==> src/rtl/pipe_stage_buf_pkg.sv <==
// Shared definitions for the two-entry pipeline stage buffer: default bus
// widths and the occupancy state encoding.
package pipe_stage_buf_pkg;

  localparam int DATA_BUS_WIDTH     = 32;
  localparam int REG_ADDR_BUS_WIDTH = 5;

  // Encoding equals the number of held entries, so occupancy is the state.
  typedef enum logic [1:0] {
    ST_EMPTY = 2'd0,
    ST_ONE   = 2'd1,
    ST_TWO   = 2'd2
  } buf_state_e;

endpackage : pipe_stage_buf_pkg

==> src/rtl/pipe_payload_reg.sv <==
// Enabled payload register with asynchronous clear; used for both the main
// (output-facing) entry and the skid entry of the stage buffer.
module pipe_payload_reg #(
  parameter int WIDTH = 8
) (
  input  logic             clk,
  input  logic             rst,
  input  logic             en,
  input  logic [WIDTH-1:0] d,
  output logic [WIDTH-1:0] q
);

  logic [WIDTH-1:0] data_d;
  logic [WIDTH-1:0] data_q;

  // Load new payload only when enabled; otherwise hold.
  always_comb begin
    data_d = data_q;
    if (en) begin
      data_d = d;
    end
  end

  // Storage, cleared by reset.
  always_ff @(posedge clk or posedge rst) begin
    if (rst) begin
      data_q <= '0;
    end else begin
      data_q <= data_d;
    end
  end

  assign q = data_q;

endmodule : pipe_payload_reg

==> src/rtl/pipe_stage_buf.sv <==
// Two-entry skid buffer between pipeline stages. The main entry drives the
// outputs; the skid entry absorbs one extra item so in_ready can be a flop
// with no combinational path from out_ready.
module pipe_stage_buf
  import pipe_stage_buf_pkg::*;
#(
  parameter int DATA_WIDTH     = DATA_BUS_WIDTH,
  parameter int REG_ADDR_WIDTH = REG_ADDR_BUS_WIDTH,
  parameter int SIDE_WIDTH     = 1
) (
  input  logic                      clk,
  input  logic                      rst,
  input  logic                      flush,
  input  logic                      in_valid,
  output logic                      in_ready,
  input  logic [DATA_WIDTH-1:0]     result_in,
  input  logic                      write_reg_en_in,
  input  logic [REG_ADDR_WIDTH-1:0] write_reg_addr_in,
  input  logic [SIDE_WIDTH-1:0]     side_in,
  output logic                      out_valid,
  input  logic                      out_ready,
  output logic [DATA_WIDTH-1:0]     result_out,
  output logic                      write_reg_en_out,
  output logic [REG_ADDR_WIDTH-1:0] write_reg_addr_out,
  output logic [SIDE_WIDTH-1:0]     side_out,
  output logic [1:0]                occupancy
);

  // Payload is carried as one flat vector: {side, addr, en, result}.
  localparam int PAY_W = SIDE_WIDTH + REG_ADDR_WIDTH + 1 + DATA_WIDTH;

  buf_state_e       state_d;
  buf_state_e       state_q;
  logic             in_ready_d;
  logic             in_ready_q;

  logic             in_fire;
  logic             out_fire;

  logic             main_en;
  logic             main_from_skid;
  logic             skid_en;

  logic [PAY_W-1:0] in_pay;
  logic [PAY_W-1:0] main_d;
  logic [PAY_W-1:0] main_q;
  logic [PAY_W-1:0] skid_q;

  assign in_pay   = {side_in, write_reg_addr_in, write_reg_en_in, result_in};
  assign in_fire  = in_valid & in_ready_q;
  assign out_fire = (state_q != ST_EMPTY) & out_ready;

  // Next-state and payload-load decisions; flush overrides every transfer.
  always_comb begin
    state_d        = state_q;
    main_en        = 1'b0;
    main_from_skid = 1'b0;
    skid_en        = 1'b0;
    if (flush) begin
      state_d = ST_EMPTY;
    end else begin
      unique case (state_q)
        ST_EMPTY: begin
          if (in_fire) begin
            state_d = ST_ONE;
            main_en = 1'b1;
          end
        end
        ST_ONE: begin
          if (in_fire && out_fire) begin
            main_en = 1'b1;
          end else if (in_fire) begin
            state_d = ST_TWO;
            skid_en = 1'b1;
          end else if (out_fire) begin
            state_d = ST_EMPTY;
          end
        end
        ST_TWO: begin
          if (out_fire) begin
            state_d        = ST_ONE;
            main_en        = 1'b1;
            main_from_skid = 1'b1;
          end
        end
        default: begin
          state_d = ST_EMPTY;
        end
      endcase
    end
    // Ready is registered: it reflects whether the next state has room.
    in_ready_d = (state_d != ST_TWO);
  end

  // Main entry refills from skid when draining TWO, otherwise from input.
  always_comb begin
    main_d = in_pay;
    if (main_from_skid) begin
      main_d = skid_q;
    end
  end

  // Control state and registered ready.
  always_ff @(posedge clk or posedge rst) begin
    if (rst) begin
      state_q    <= ST_EMPTY;
      in_ready_q <= 1'b1;
    end else begin
      state_q    <= state_d;
      in_ready_q <= in_ready_d;
    end
  end

  pipe_payload_reg #(
    .WIDTH (PAY_W)
  ) u_main_reg (
    .clk (clk),
    .rst (rst),
    .en  (main_en),
    .d   (main_d),
    .q   (main_q)
  );

  pipe_payload_reg #(
    .WIDTH (PAY_W)
  ) u_skid_reg (
    .clk (clk),
    .rst (rst),
    .en  (skid_en),
    .d   (in_pay),
    .q   (skid_q)
  );

  assign in_ready           = in_ready_q;
  assign out_valid          = (state_q != ST_EMPTY);
  assign occupancy          = state_q;
  assign result_out         = main_q[DATA_WIDTH-1:0];
  assign write_reg_en_out   = main_q[DATA_WIDTH] & out_valid;
  assign write_reg_addr_out = main_q[DATA_WIDTH+1 +: REG_ADDR_WIDTH];
  assign side_out           = main_q[DATA_WIDTH+1+REG_ADDR_WIDTH +: SIDE_WIDTH];

endmodule : pipe_stage_buf

==> config.mk <==
export PLATFORM = sky130hd
export DESIGN_NAME = pipe_stage_buf
export DESIGN_NICKNAME = d
export VERILOG_FILES = /design/src/rtl/pipe_stage_buf_pkg.sv /design/src/rtl/pipe_payload_reg.sv /design/src/rtl/pipe_stage_buf.sv
export SDC_FILE = /design/constraint.sdc
export NUM_CORES = 1
export LEC_CHECK = 0
export CAP_MARGIN = 20
export CELL_PAD_IN_SITES_DETAIL_PLACEMENT = 0
export CELL_PAD_IN_SITES_GLOBAL_PLACEMENT = 2
export CORE_UTILIZATION = 29
export CTS_BUF_LIST = sky130_fd_sc_hd__clkbuf_8 sky130_fd_sc_hd__clkbuf_16
export DETAILED_ROUTE_END_ITERATION = 12
export MAX_ROUTING_LAYER = met4
export PLACE_DENSITY_LB_ADDON = 0.1
export SYNTH_ARGS = -nofsm -noshare
export SYNTH_HDL_FRONTEND = slang
export SYNTH_SLANG_ARGS = --single-unit
==> constraint.sdc <==
create_clock -name clk -period 2.42 [get_ports clk]
set_input_delay 0.484 -clock clk [delete_from_list [all_inputs] [get_ports clk]]
set_output_delay 0.484 -clock clk [all_outputs]
set_load 0.1 [all_outputs]
==> flow_summary.toml, run 1 <==
[sta]
whs_ps = 463
fmax_mhz = 484
worstMarginPinSlew_ps = 327
rsz0062_at_grt = "false"
setup-tns-final_ps = 0
period_share_pct = 85.5
final.min_clock_period_ps = 2070
relSlewSlack_pct = 78.2
fin_skew_ps = 6.56
final_hold_viol_count = 0
maxSlewViolCount = 0
setup_viol = 0

[finish]
fillers = 1276
drive_gt1_share_pct = 23.9
final_cell_mix = "dfrtp_1 (79), buf_4 (51), clkdlybuf4s50_1 (43)"
multi_input_area_sq_mm = 0.00137
seqCellArea_sq_mm = 0.00203
syn2layout_area_growth_pct = 28.7
antennaDiodeCount = 0
fin_nets = 411
final_cells = 544
final_common_cell = "dfrtp_1"

[floorplanning]
fp.dieH_um = 116
die_x_um = 116
io_pins = 87
rows = 41
core_area_sq_mm = 0.0126
start_util_pct = 29.8
dieArea_sq_mm = 0.0134

[place]
port_buffers = 86
dp_hpwl_mm = 5.28
place.gp.congestion = 0.657
post-place-cells = 528

[status]
status = "finished clean"

[detailed_routing]
firstDrtPassIters = 4
first_iter_violations = 65
ant_nets = 0
wl_mm = 7.73
via_per_inst = 4.29
vias = 2335
avgRoutedWirePerCell_um = 14.2
drcViolationCount = 0

[job]
drv_cap = 0

[clocking]
cts_tree = "built"
cts_root_buf = "clkbuf_16"
clk_path_buf_depth = 2
post_cts_resized = 0
path_clk_slew_ps = 60
cts.sinks = 81
ctsHoldBuffers = 0
cts_max_level = 3
insertion_delay_ps = 330
cts_inserted_buffers = 9
postCtsSetupBuffers = 0

[logic_synthesis]
synth_top_area_share_pct = 53.2
synth_nets = 354
syn_avg_cell_area_sq_um = 12.1
synthCells = 310
syn-cell-area_sq_mm = 0.00377
synth_area_leaders = "dfrtp_1 (53%), mux2_1 (12%), mux2i_1 (10%)"
ys_seq_elements = 81
ys_types = 28
yosysSeqAreaShare_pct = 53.9
yosys_warnings = 0
synth_largest_area_cell = "dfrtp_1"

[power_and_ir_drop]
max-vdd-ir-drop_uv = 440
power-per-cell-area_mw_per_mm2 = 1030
p_leak_nw = 2.00

[global_routing]
overflow = 0
grt_pass1_vias = 2360
grt_use_total_pct = 13.1
grt_pass1_wl_mm = 12.6
antenna_found_initial = 0
grt_max_degree = 47

[setup_path]
setup.worst_path.start_class = "flop"
r2r_slack_ps = 670
cp.arrival_ps = 1580
critical_path_peak_fanout = 9
endpoint_kind = "output pin"
crit_type = "reg -> out"
required_ps = 1940

[min_path]
min_path_type = "in -> async"
-- cell usage after synthesis --
cell and n:
dfrtp_1 80, buf_4 42, nor2_1 42, mux2_1 39, mux2i_1 39, a21oi_1 29
a21oi_2 10, buf_2 7, clkbuf_1 2, nand2_1 2, a211o_1 1, a21boi_0 1
a31oi_1 1, a31oi_2 1, and2_1 1, and3b_1 1, buf_6 1, buf_8 1
dfstp_2 1, inv_1 1, nand2b_4 1, nand3_1 1, nand3b_1 1, nand4b_1 1
nand4bb_1 1, nor3b_2 1, o21bai_1 1, or2_2 1
-- worst paths after layout --
check                                        end  cells after the start        startpoint
worst max-delay path            write_reg_en_out                      3      occupancy[0]
worst min-delay path            u_skid_reg.q[23]                      2               rst
worst max register to register   u_skid_reg.q[3]                      5          in_ready
worst min register to register  u_skid_reg.q[28]                      1  u_skid_reg.q[28]
max in group asynchronous               in_ready                      3               rst
min in group clk                u_skid_reg.q[28]                      1  u_skid_reg.q[28]
-- metal layers --
metal / global-route usage [%] / share of wire [%]
met4: 6.41 / 2.1
met1: 17.7 / 49
met3: 2.88 / 5.0
met2: 18.5 / 44
met5: - / 0
-- flip-flops by register name (all words and copies together), names as in the netlist --
name	flops
u_skid_reg.q	39
occupancy	2
in_ready	1
u_main_reg.q	39
-- critical path: stages (launching register included) --
cell and delay, ps:
dfrtp_1 470, or2_2 350, and2_2 190, buf_4 230
-- power by group --
part | internal (W) | switching, W | total [W]
sequential | 0.00169 | 0.000168 | 0.00185
combinational | 0.000453 | 0.00127 | 0.00172
clock | 0.000874 | 0.000519 | 0.00139
total | 0.00301 | 0.00196 | 0.00497
-- final cells by class --
cell class                 count  share of cell area [%]
sequential                    81                    41.9
tap                          172                    4.44
multi-input combinational    175                    28.3
clock buffer                  12                    5.50
clock inverter                 4                   0.878
inverter                       1                   0.155
timing repair buffer          99                    18.8
-- logic make-up (layout without fill, tap and decap cells) --
group	Yosys count	after routing	share of synthesized area [%]
and+or+nand+nor	53	53	6.51
DFF	81	81	53.9
AOI/OAI and AO/OA	44	44	7.31
muxes	78	78	22.0
buffers and inverters	54	116	10.3
-- metrics by stage --
stage          setup WS [ps]  cell area [sq um]  util [%]  power, W
2_1_floorplan           -208               3770         -   0.00338
3_3_place_gp             227               4540      36.0   0.00360
3_5_place_dp             211               4540      36.0   0.00362
4_1_cts                  325               4850      38.4   0.00505
5_1_grt                  295               4850      38.4   0.00522
6_report                 352               4850      38.4   0.00497
(Power assumes the default switching activity.)
==> inputs of run 2 (changes only) <==
- CAP_MARGIN: 20 -> not set
- PLACE_DENSITY: not set -> 0.84
- PLACE_DENSITY_LB_ADDON: 0.1 -> not set
==> run 2 against run 1 <==
Compared with the run above: sequential share of layout area grew 0.63 points; die area is the same; maximum frequency shrank 0.67%; sequential power is essentially flat; first-iteration DRC count grew 17%; wire length shrank 10%; final cell count shrank 1.3%; via count shrank 0.94%; worst hold slack gained 25 ps; design area shrank 1.5%; core utilization shrank 0.57 points; register-to-register slack gained 60 ps; critical path type unchanged.
==> flow_summary.toml, run 2 (synthesis results as in run 1) <==
[power_and_ir_drop]
max-vdd-ir-drop_uv = 623
p_leak_nw = 1.95
power_w = 0.00489
power-per-cell-area_mw_per_mm2 = 1020

[sta]
rsz0062_at_grt = "false"
fmax_mhz = 480
final.min_clock_period_ps = 2080
fin_skew_ps = 4.99
whs_ps = 488
finalWorstSetupSlack_ps = 338
setup_viol = 0
maxSlewViolCount = 0
worstMarginPinSlew_ps = 446
period_share_pct = 86.0
final_hold_viol_count = 0
relSlewSlack_pct = 70.3

[min_path]
min_path_type = "reg -> reg"

[finish]
antennaDiodeCount = 0
fin_nets = 404
final_util_pct = 37.8
final_cell_mix = "dfrtp_1 (79), buf_4 (44), clkdlybuf4s50_1 (43)"
drive_gt1_share_pct = 22.2
syn2layout_area_growth_pct = 26.8
final_common_cell = "dfrtp_1"

[place]
port_buffers = 86
place.gp.congestion = 0.704
dp_hpwl_mm = 4.45
place_ws_ps = 289

[setup_path]
worstPathCellList = "or2_2 > and2_2 > buf_4"
timing.rr.end = "u_main_reg.q[16]"
endpoint_kind = "output pin"
cp.arrival_ps = 1600
cp_slowest_cell = "dfrtp_1"
r2r_slack_ps = 730
cp_top_family = "simple AND/OR/NAND/NOR gates"
required_ps = 1940
crit_cells = 3
critical_path_peak_fanout = 9
rr_worst_depth = 5
reg2reg_from = "occupancy[0]"
crit_type = "reg -> out"
setup.worst_path.start_class = "flop"
crit_start = "occupancy[0]"
endpoint = "write_reg_en_out"
cpPeakStageDelay_ps = 470
crit_buf_inv = 1

[global_routing]
antenna_found_initial = 0
grtUsageMet1_pct = 14.3
use_met3_pct = 3.19
busiest_layer = "met2"
grt_max_degree = 82
grt_pass1_wl_mm = 11.2
grt_use_total_pct = 11.4
overflow = 0
grt_pass1_vias = 2246
grt_util_met2_pct = 16.6

[clocking]
ctsHoldBuffers = 0
post_cts_resized = 0
insertion_delay_ps = 330
cts_tree = "built"
cts_inserted_buffers = 9
cts.sinks = 81
cts_root_buf = "clkbuf_16"
path_clk_slew_ps = 60
cts_max_level = 3
clk_path_buf_depth = 2
postCtsSetupBuffers = 0

[floorplanning]
core_area_sq_mm = 0.0126
fp.dieH_um = 116
rows = 41
dieArea_sq_mm = 0.0134
start_util_pct = 29.8
io_pins = 87
die_x_um = 116

[detailed_routing]
ant_nets = 0
firstDrtPassIters = 3
avgRoutedWirePerCell_um = 12.9
drcViolationCount = 0
first_iter_violations = 76
via_per_inst = 4.31
wl_mm = 6.93
vias = 2313

[job]
drv_cap = 0

[status]
status = "finished clean"
[run 2: worst min path at each step]
stage	from	end	slack, ps	cells past startpoint
3_3_place_gp	u_skid_reg.q[24]	u_skid_reg.q[24]	470	1
2_1_floorplan	u_skid_reg.q[10]	u_skid_reg.q[10]	460	1
4_1_cts	u_skid_reg.q[23]	u_skid_reg.q[23]	490	1
5_1_grt	u_skid_reg.q[32]	u_skid_reg.q[32]	500	1
3_5_place_dp	u_skid_reg.q[23]	u_skid_reg.q[23]	480	1
6_report	u_skid_reg.q[23]	u_skid_reg.q[23]	490	1
[run 2: per-layer routing]
layer  wire length [um]  part of all wire, %
met1               3470                   50
met2               2930                   42
met3                370                  5.3
met4                158                  2.3
met5                  0                    0
[run 2: area by class of cell]
type	count	area (sq um)
fill	1292	7850
sequential	81	2030
multi-input combinational	175	1370
timing repair buffer	92	861
clock buffer	10	239
tap	172	215
clock inverter	6	51.3
inverter	1	7.51
[run 2: report_power, final]
group	total (W)	switching [W]	internal, W
clock network	0.00133	0.000513	0.000812
registers	0.00185	0.000167	0.00169
logic	0.00171	0.00127	0.000448
total	0.00489	0.00195	0.00295
[run 2: metrics by stage]
stage / setup TNS, ps / area, sq um / std cells
final: 0 / 4770 / 537
after global routing: 0 / 4770 / 537
after floorplan: -208 / 3770 / 310
after CTS: 0 / 4770 / 537
after global placement: 0 / 4480 / 521
after detailed placement: 0 / 4480 / 521
==> inputs of run 3 (changes only) <==
- SLEW_MARGIN: not set -> 15
==> results of run 3 <==
No change in the layout: final DEF, timing and power equal those of run 2.
==> RTL edit 1, RTL diff (config.mk and constraints of run 3) <==
Make the reset (`rst`) synchronous in 2 clocked blocks. Comments in the files are not updated.
--- a/src/rtl/pipe_payload_reg.sv
+++ b/src/rtl/pipe_payload_reg.sv
@@ -22,7 +22,7 @@
   end
 
   // Storage, cleared by reset.
-  always_ff @(posedge clk or posedge rst) begin
+  always_ff @(posedge clk) begin
     if (rst) begin
       data_q <= '0;
     end else begin
--- a/src/rtl/pipe_stage_buf.sv
+++ b/src/rtl/pipe_stage_buf.sv
@@ -101,7 +101,7 @@
   end
 
   // Control state and registered ready.
-  always_ff @(posedge clk or posedge rst) begin
+  always_ff @(posedge clk) begin
     if (rst) begin
       state_q    <= ST_EMPTY;
       in_ready_q <= 1'b1;
Behaviour: differs if rst is asserted again (counterexample within 4 cycles, from zero or initial values and one cycle with rst high); with rst held inactive, the same outputs for 10 cycles.
==> RTL edit 1 against run 3 <==
  * Cell area down 6.5%
  * Area after synthesis fell by 5.5%
  * Fmax is 3.1% higher
  * Non-clock buffer count rose by 3
  * Worst hold slack got worse by 0.035 ns
  * Sequential share of layout area down 6.1 points
  * Via count up 17%
  * Cell count is 9.7% higher
  * Worst setup slack better by 0.062 ns
  * Wire length increased by 10%
  * Sequential cell count is the same
  * Critical path depth grew 3
Power is not compared: it rests on default switching activity, and its combinational part moved more than twofold at a synthesized area within 25%.
==> RTL edit 1: results (changes against run 3) <==
| Metric | Value |
|---|---|
| Gpl congestion | `0.6885 (was 0.7039)` |
| Routed len/inst | `12.94 um (was 12.90 um)` |
| Synth area leaders | `dfxtp_1, mux2i_1, nand2_1, buf_4, a211oi_1 (was dfrtp_1, mux2_1, mux2i_1, buf_4, nor2_1)` |
| Reg clk slew, reported paths | `0.05 ns` |
| Mux cell area share after synthesis | `10.97% (was 22.03%)` |
| Worst path slowest cell | `or4_2 (was dfrtp_1)` |
| Syn_nets | `446 (was 354)` |
| Synth cell types | `25 (was 28)` |
| Seq/Total Area, Yosys | `45.57% (was 53.85%)` |
| Post-DP HPWL | `4.945 mm (was 4.453 mm)` |
| Iter 0 DRT Violations | `128 (was 76)` |
| Arrival time worst endpoint | `2.20 ns (was 1.60 ns)` |
| Largest net degree at the start of global routing | `43 (was 82)` |
| Clock Latency Late Sink | `0.33 ns (about the same)` |
| Dpl cells | `577 (was 521)` |
| Syn Area/Cell | `8.852 um^2 (was 12.15 um^2)` |
| Worst min path class | `reg2reg (unchanged)` |
| Compound-Gate Fraction of Synth Area | `16.21% (was 7.309%)` |
| Tightest Pin Transition | `0.8035 ns (was 0.4457 ns)` |
| Post-synth top cells | `dfxtp_1, nand2_1, a21oi_1, nor2_1 (was dfrtp_1, buf_4, nor2_1)` |
| Total track usage | `12.98% (was 11.45%)` |
| Maximum clock path buffer count | `2 (unchanged)` |
| Setup_tns | `0 ns (unchanged)` |
| Detailed Routing Iterations Pass 1 | `4 (was 3)` |
| Dpl ws | `0.08819 ns (was 0.2892 ns)` |
| DR vias | `2713 (was 2313)` |
| Port bufs | `86 (unchanged)` |
| Clock Skews | `0.006113 ns (was 0.004989 ns)` |
| Synth top area share | `45.57% (was 53.16%)` |
| Layout cells sized above 1 | `18.55% (was 22.19%)` |
| Largest fanout on the critical path | `39 (was 9)` |
| Slowest stage delay, CP | `0.60 ns (was 0.47 ns)` |
| Final net count | `485 (was 404)` |
| First-pass GRT wire length | `12.44 mm (was 11.21 mm)` |
| Ant diodes | `0 (unchanged)` |
| Ys async rst share | `0% (was 100.0%)` |
| Placed Area | `0.004224 mm^2 (was 0.004484 mm^2)` |
| Xor/xnor cell area share of the yosys netlist | `0% (unchanged)` |
| Run status | `complete, no violations (unchanged)` |
| Number of global-route vias before repair | `2531 (was 2246)` |
| Final WL | `7.620 mm (was 6.926 mm)` |
| CTS resizes | `0 (unchanged)` |
| Initial antenna violation count | `0 (unchanged)` |
| Dominant synthesized flop cell | `dfxtp_1 (was dfrtp_1)` |
-- RTL edit 1: cell count changes in the layout (fill, tap and decap cells not counted), moves of 12 or more --
cell,run 3,this run
dfxtp_1,0,79
dfrtp_1,79,0
a211oi_1,0,29
nand2_1,2,79
a21oi_1,29,41
mux2_1,39,0
-- RTL edit 1: path summary, 6_finish.rpt --
check                      to  depth (start not counted)  slack (ns)             start
max          u_skid_reg.q[26]                          6        0.40         out_ready
min          u_skid_reg.q[22]                          2        0.45  u_skid_reg.q[22]
max reg2reg  u_skid_reg.q[26]                          5        0.71          in_ready
min reg2reg  u_skid_reg.q[22]                          2        0.45  u_skid_reg.q[22]
-- RTL edit 1: cell type report --
| type | count | area, um^2 |
|---|---|---|
| flip-flops and latches | 81 | 1624 |
| fillers | 1206 | 7498 |
| multi-input cells | 254 | 1525 |
| clock buffers | 9 | 225.2 |
| well taps | 147 | 183.9 |
| clock inverters | 3 | 13.76 |
| repair buffers | 95 | 890.9 |
-- RTL edit 1: logic make-up (layout without fill, tap and decap cells) --
family	after synthesis	count (layout)
flops	81	81
buf+inv	67	107
mux	39	39
compound gates	83	83
simple gates	132	132
-- RTL edit 1: power breakdown --
part / switching [mW] / leakage, nW / total (mW) / internal [mW]
Combinational: 0.551 / 0.763 / 0.758 / 0.207
Sequential: 0.0322 / 0.662 / 1.43 / 1.40
Clock: 0.494 / 0.124 / 1.16 / 0.663
Total: 1.08 / 1.55 / 3.34 / 2.27
-- RTL edit 1: metal layers --
metal,up-vias,routed length [um],GRT usage (%)
met5,-,0,-
met4,0,150,7.200
met3,11,360,2.946
met2,55,3377,19.05
met1,1231,3731,16.46
li1,1416,-,-
==> RTL edit 2, RTL diff (settings of run 3) <==
Made on the original files. Change the package constant `DATA_BUS_WIDTH` from 32 to 64.
--- a/src/rtl/pipe_stage_buf_pkg.sv
+++ b/src/rtl/pipe_stage_buf_pkg.sv
@@ -2,7 +2,7 @@
 // widths and the occupancy state encoding.
 package pipe_stage_buf_pkg;
 
-  localparam int DATA_BUS_WIDTH     = 32;
+  localparam int DATA_BUS_WIDTH     = 64;
   localparam int REG_ADDR_BUS_WIDTH = 5;
 
   // Encoding equals the number of held entries, so occupancy is the state.
Interface: changed (resized result_in and result_out); port bits go from 87 to 151. No check against the original RTL was run, so the function may have changed too.
==> RTL edit 2 against run 3 <==
  * Worst setup slack got worse by 0.013 ns
  * Total power rose by 90%
  * Area after synthesis rose by 77%
  * Wire length rose by 100%
  * Combinational power rose by 80%
  * Cell area rose by 77%
  * Clock power rose by 110%
  * Fmax fell by 0.64%
  * Sequential cell count rose by 64
  * Synthesized cell count rose by 77%
  * Critical endpoint unchanged
  * Largest power group unchanged
==> RTL edit 2: results (changes against run 3) <==
| Metric | Value |
|---|---|
| Run status | `complete, no violations (unchanged)` |
| Number of CTS-inserted buffers | `17 (was 9)` |
| Clock Skews | `0.01172 ns (was 0.004989 ns)` |
| Total track usage | `12.90% (was 11.45%)` |
| Number of global-route vias before repair | `4475 (was 2246)` |
| Synth area leaders | `dfrtp_1, mux2_1, mux2i_1, buf_4, a21oi_1 (was dfrtp_1, mux2_1, mux2i_1, buf_4, nor2_1)` |
| Dominant synthesized flop cell | `dfrtp_1 (unchanged)` |
| Post-synth top cells | `dfrtp_1, buf_4, nor2_1 (unchanged)` |
| Synth cell types | `27 (was 28)` |
| Seq/Total Area, Yosys | `54.39% (was 53.85%)` |
| Post-CTS setup repair buffer count | `0 (unchanged)` |
| Layout cells sized above 1 | `20.97% (was 22.19%)` |
| Initial antenna violation count | `0 (unchanged)` |
| Worst slew margin | `74.81% (was 70.29%)` |
| Final net count | `704 (was 404)` |
| Post-DP HPWL | `9.417 mm (was 4.453 mm)` |
| Placed Area | `0.007814 mm^2 (was 0.004484 mm^2)` |
| Clock Latency Late Sink | `0.41 ns (was 0.33 ns)` |
| WL met1 | `6.395 mm (was 3.470 mm)` |
| First-pass GRT wire length | `23.12 mm (was 11.21 mm)` |
| Syn_nets | `624 (was 354)` |
| Dpl ws | `0.1759 ns (was 0.2892 ns)` |
| Leak | `3.470 nW (was 1.955 nW)` |
| Port bufs | `150 (was 86)` |
| Worst min path class | `in2async (was reg2reg)` |
| Maximum clock path buffer count | `2 (unchanged)` |
| Reg2Reg Setup Slack | `0.58 ns (was 0.73 ns)` |
| Iter 0 DRT Violations | `99 (was 76)` |
| Final WL | `14.14 mm (was 6.926 mm)` |
| Htree depth | `4 (was 3)` |
| Peak VDD IR | `0.4945 mV (was 0.6229 mV)` |
| Largest net degree at the start of global routing | `75 (was 82)` |
| WL met3 | `672 um (was 370 um)` |
| Met2 wire len | `6.946 mm (was 2.927 mm)` |
| Detailed Routing Iterations Pass 1 | `4 (was 3)` |
| RR Startpoint | `occupancy[0] (unchanged)` |
| Reg-to-Reg End | `u_main_reg.q[11] (was u_main_reg.q[16])` |
| Gpl congestion | `0.7790 (was 0.7039)` |
| Vias per cell | `4.525 (was 4.307)` |
| Synth Warn # | `0 (unchanged)` |
RTL edit 2: area by class of cell:
cell class / instances / area [um^2]
inverter: 1 / 7.507
clock inverter: 8 / 150.1
multi-input combinational: 303 / 2328
tap: 285 / 356.6
timing repair buffer: 160 / 1489
fill: 2219 / 14110
clock buffer: 22 / 494.2
sequential: 145 / 3632
RTL edit 2: where the power goes:
| part | internal, mW | switching [mW] | total (mW) |
|---|---|---|---|
| Clock | 1.86 | 0.994 | 2.85 |
| Combinational | 0.785 | 2.29 | 3.08 |
| Sequential | 3.03 | 0.340 | 3.37 |
RTL edit 2: cells by family after synthesis:
logic type	share of synthesized area, %
buffers and inverters	11.15
and+or+nand+nor	5.362
AOI/OAI and AO/OA	6.468
DFF	54.39
muxes	22.63
RTL edit 2: worst max-delay path, stage by stage (launching register included):
cell and delay (ns):
dfrtp_2 0.47, or2_2 0.32, and2_2 0.19, buf_4 0.23
RTL edit 2: metrics by stage:
stage                     setup TNS (ns)  instances  hold slack (ns)
after floorplan                 -0.07767        548           0.4640
after global placement                 0        894           0.4728
after detailed placement               0        894           0.4808
after CTS                              0        924           0.4112
after global routing                   0        924           0.4128
final                                  0        924           0.4157
RTL edit 2: layer usage:
metal,track usage (%),up-vias
met1,15.58,2088
met3,3.636,8
met2,20.87,110
met4,3.952,0
li1,-,1975
met5,-,-
RTL edit 2: worst max path at each step:
| stage | from | to | slack, ns | cells after the start |
|---|---|---|---|---|
| floorplan | rst | occupancy[0] | -0.04 | 1 |
| global placement | flush | u_main_reg.q[27] | 0.24 | 5 |
| detailed placement | out_ready | u_main_reg.q[18] | 0.18 | 6 |
| CTS | occupancy[0] | write_reg_en_out | 0.30 | 3 |
| global route | occupancy[0] | write_reg_en_out | 0.25 | 3 |
| finish | occupancy[0] | write_reg_en_out | 0.32 | 3 |
